File: config.mk
export PLATFORM = sky130hd
export DESIGN_NAME = perm8_inv_engine
export DESIGN_NICKNAME = d
export VERILOG_FILES = /design/src/rtl/perm8_pkg.sv /design/src/rtl/perm8_inv.sv /design/src/rtl/perm8_inv_engine.sv
export SDC_FILE = /design/constraint.sdc
export NUM_CORES = 1
export LEC_CHECK = 0
export ABC_AREA = 1
export ABC_CLOCK_PERIOD_IN_PS = 2100
export CAP_MARGIN = 20
export CORE_MARGIN = 4
export CORE_UTILIZATION = 25
export DETAILED_ROUTE_END_ITERATION = 16
export SLEW_MARGIN = 20
export SYNTH_ARGS = -nofsm -noshare
export SYNTH_HDL_FRONTEND = slang
export SYNTH_SLANG_ARGS = --single-unit
File: constraint.sdc
create_clock -name CLK -period 2.1 [get_ports CLK]
set_input_delay 0.63 -clock CLK [delete_from_list [all_inputs] [get_ports CLK]]
set_output_delay 0.63 -clock CLK [all_outputs]
set_load 0.02 [all_outputs]
File: src/rtl/perm8_pkg.sv
// Shared definitions for the perm8 inverse engine: FSM states, inverse nibble
// map and a forward-map helper for building round-trip reference words.
package perm8_pkg;

    typedef enum logic [1:0] {
        IDLE = 2'd0,
        RUN  = 2'd1,
        DONE = 2'd2
    } state_t;

    localparam int NIBBLES = 8;

    // INV_SRC[k] is the input nibble that lands in output nibble k after one inverse round.
    localparam int unsigned INV_SRC [NIBBLES] = '{4, 1, 0, 5, 6, 3, 2, 7};

    function automatic logic [31:0] perm8_fwd_word(input logic [31:0] x);
        return {x[31:28], x[19:16], x[15:12], x[3:0],
                x[23:20], x[27:24], x[7:4],   x[11:8]};
    endfunction

endpackage

File: src/rtl/perm8_inv.sv
// One combinational round of the inverse 32-bit nibble permutation.
module perm8_inv (
    input  logic [31:0] word_i,
    output logic [31:0] word_o
);
    import perm8_pkg::*;

    for (genvar gi = 0; gi < NIBBLES; gi++) begin : g_nib
        localparam int unsigned SRC = INV_SRC[gi];
        assign word_o[4*gi +: 4] = word_i[4*SRC +: 4];
    end

endmodule

File: src/rtl/perm8_inv_engine.sv
// Applies the inverse nibble permutation N times to one word, one round per
// clock, between an input and an output valid/ready handshake.
module perm8_inv_engine #(
    parameter int RND_W = 4
) (
    input  logic             CLK,
    input  logic             RST_N,
    input  logic             IN_VALID,
    output logic             IN_READY,
    input  logic [31:0]      D_IN,
    input  logic [RND_W-1:0] N_ROUNDS,
    output logic             OUT_VALID,
    input  logic             OUT_READY,
    output logic [31:0]      D_OUT,
    output logic             BUSY
);
    import perm8_pkg::*;

    state_t           state_q;
    logic [31:0]      work_q;
    logic [31:0]      work_d;
    logic [RND_W-1:0] cnt_q;
    logic [RND_W-1:0] cnt_d;
    logic             in_ready_q;
    logic             out_valid_q;
    logic             busy_q;

    perm8_inv u_inv (
        .word_i (work_q),
        .word_o (work_d)
    );

    assign cnt_d = cnt_q - RND_W'(1);

    // Handshake outputs are registered alongside the state so they track it exactly.
    always_ff @(posedge CLK) begin
        if (!RST_N) begin
            state_q     <= IDLE;
            work_q      <= '0;
            cnt_q       <= '0;
            in_ready_q  <= 1'b0;
            out_valid_q <= 1'b0;
            busy_q      <= 1'b0;
        end else begin
            case (state_q)
                IDLE: begin
                    if (in_ready_q && IN_VALID) begin
                        work_q     <= D_IN;
                        cnt_q      <= N_ROUNDS;
                        in_ready_q <= 1'b0;
                        busy_q     <= 1'b1;
                        if (N_ROUNDS == '0) begin
                            state_q     <= DONE;
                            out_valid_q <= 1'b1;
                        end else begin
                            state_q <= RUN;
                        end
                    end else begin
                        in_ready_q <= 1'b1;
                    end
                end
                RUN: begin
                    work_q <= work_d;
                    cnt_q  <= cnt_d;
                    if (cnt_q == RND_W'(1)) begin
                        state_q     <= DONE;
                        out_valid_q <= 1'b1;
                    end
                end
                DONE: begin
                    if (OUT_READY) begin
                        state_q     <= IDLE;
                        out_valid_q <= 1'b0;
                        busy_q      <= 1'b0;
                        in_ready_q  <= 1'b1;
                    end
                end
                default: begin
                    state_q     <= IDLE;
                    out_valid_q <= 1'b0;
                    busy_q      <= 1'b0;
                    in_ready_q  <= 1'b0;
                end
            endcase
        end
    end

    assign IN_READY  = in_ready_q;
    assign OUT_VALID = out_valid_q;
    assign D_OUT     = work_q;
    assign BUSY      = busy_q;

endmodule

==> results.txt <==
synthesized area per cell = 6.63 um2
CTS resizes = 0
count leader, synth = nand2_1
delay-heaviest family, CP = buffers and inverters
max incr delay on CP = 0.63 ns
largest cells by area after synthesis = dfxtp_1 42%, nand2_1 18%, nor2_1 14%
endpoints failing hold = 0
Seq cells post-synth = 41
TNS Setup = 0 ns
crit share post-route = 0.923
Synth top area share = 0.419
min-delay worst type = register to register
gp weighted congestion = 0.819
peak supply drop = 0.563 mV
HPWL after DPL = 4100 um
Area Growth Syn to Fin = 46.4%
Post-synth EDFFs = 0
Die W = 96.5 um
number of antenna violations at the first check in global routing = 0
final antenna-violating net count = 0
crit path DAT = 1.31 ns
Mapped Area = 1960 um2
final slew viol count = 0
initial core utilization = 0.263
router iterations before antenna repair = 4
CTS H-tree lvls = 2
maxcap violations = 0
worst skew pair latency = 0.30 ns
CP bufs+invs = 1
Yosys top cell by area = dfxtp_1
post-CTS setup buffers = 0
CP endpoint kind = primary output
Cell Chain, Critical Path = clkdlybuf4s50_1
DRC = 0
vias in the first global route = 1980
Non-Filler Instances = 467
measured slew at the worst slew-check pin = 0.339 ns
Seq/Total Area, Yosys = 0.419
CTS tree = yes
clock buffer depth = 2
Vias/cell = 4.33
DP Cell Count = 459
Max Clk Rate = 516 MHz
CTS clock-pin slew for the worst setup and hold paths = 0.07 ns
Util after Layout = 0.385
minimum clock period = 1.94 ns
drt initial violations = 71
grt total ovfl = 0
Nets = 409
Netlist cell types = 19
layout cells sized above 1 = 0.0571
IO Count = 75
Post-Synthesis Cells = 295
yosys synthesis warning count = 0
Syn Nets = 337
Worst Path Required = 1.47 ns
die height = 96.5 um
Clock Skew = 0.00960 ns
antenna diode count = 0
TritonCTS buffer count = 5
total track usage = 0.126
die area = 9310 um2
RSZ-0062 raised after global routing = false
largest net degree at the start of global routing = 30
clk root buf = clkbuf_8
PortBufs = 74
Slew HR = 0.774
Leakage = 1.27 nW
CTS hold repair buffers = 0
status = finished clean
std cell rows = 31
CP max-delay cell = clkdlybuf4s50_1
Area after DPL = 2760 um2
first-pass GRT wire length = 9160 um
final instance area = 2860 um2
final wirelength = 5650 um
predominant post-synthesis flop cell = dfxtp_1
commonest cells in the netlist = 94 x nand2_1, 71 x nor2_1, 41 x dfxtp_1
Setup CP Type = register to primary output
CP startpoint kind = register
wire length per cell = 12.1 um
PwrDens = 1560 nW/um2
Core Area = 7450 um2
Setup Viol. Count Final = 0
share of flip-flops with an asynchronous set or reset = 0
Sink Count = 41
crit-path max FO = 3
vias after detailed routing = 2020
Pwr Total = 4.45 mW
[per-stage QoR]
step	hold slack, ns	setup slack (ns)
final	0.471	0.161
after global routing	0.494	0.0791
after CTS	0.471	0.129
after detailed placement	0.460	0.107
after floorplan	0.457	0.673
after global placement	0.458	0.117
[cells in the final DEF, fill, tap and decap left out, types with 2 or more instances in the layout]
cell	count
a21oi_1	5
nor2_4	2
clkdlybuf4s50_1	74
dfxtp_1	41
buf_4	4
clkbuf_8	7
nand2_1	94
inv_1	11
nor2_1	71
nand3_1	11
o21ai_1	2
o21ai_0	35
nand2_4	2
ha_1	2
[state kept, by name (all words and copies together), names as in the netlist]
signal     count
D_OUT         32
cnt_q          4
state_q        2
BUSY           1
IN_READY       1
OUT_VALID      1
[per-layer routing]
layer | GRT usage | routed length, um
met1 | 0.153 | 2610
met2 | 0.204 | 2420
met3 | 0.0496 | 542
met4 | 0.0386 | 72
met5 | 0 | 0
[kinds of logic (layout without fill, tap and decap cells)]
| group | after synthesis | in the layout | share of synthesized area |
|---|---|---|---|
| adders and majority gates | 2 | 2 | 0.0128 |
| AOI/OAI and AO/OA | 42 | 42 | 0.107 |
| buffers and inverters | 28 | 101 | 0.0863 |
| and+or+nand+nor | 182 | 182 | 0.374 |
| DFF | 41 | 41 | 0.419 |
[final timing paths]
check | from | end | slack, ns | cells past startpoint
worst max register to register | state_q[1] | cnt_q[3] | 0.55 | 6
worst max-delay path | D_OUT[23] | D_OUT[23] | 0.16 | 1
worst min register to register | OUT_VALID | OUT_VALID | 0.47 | 2
worst min-delay path | OUT_VALID | OUT_VALID | 0.47 | 2
[area by class of cell]
type	instances	area [um2]
fill	818	4580
tap	99	124
clock buffer	7	96.3
inverter	14	60.1
clock inverter	1	5.00
multi-input combinational	226	967
timing repair buffer	79	791
sequential	41	821
[power breakdown]
part           switching, mW  internal [mW]
clock                  0.276          0.297
sequential             0.296           1.14
combinational           1.42           1.02
total                   2.00           2.46
Power figures use the tool's default switching activity.
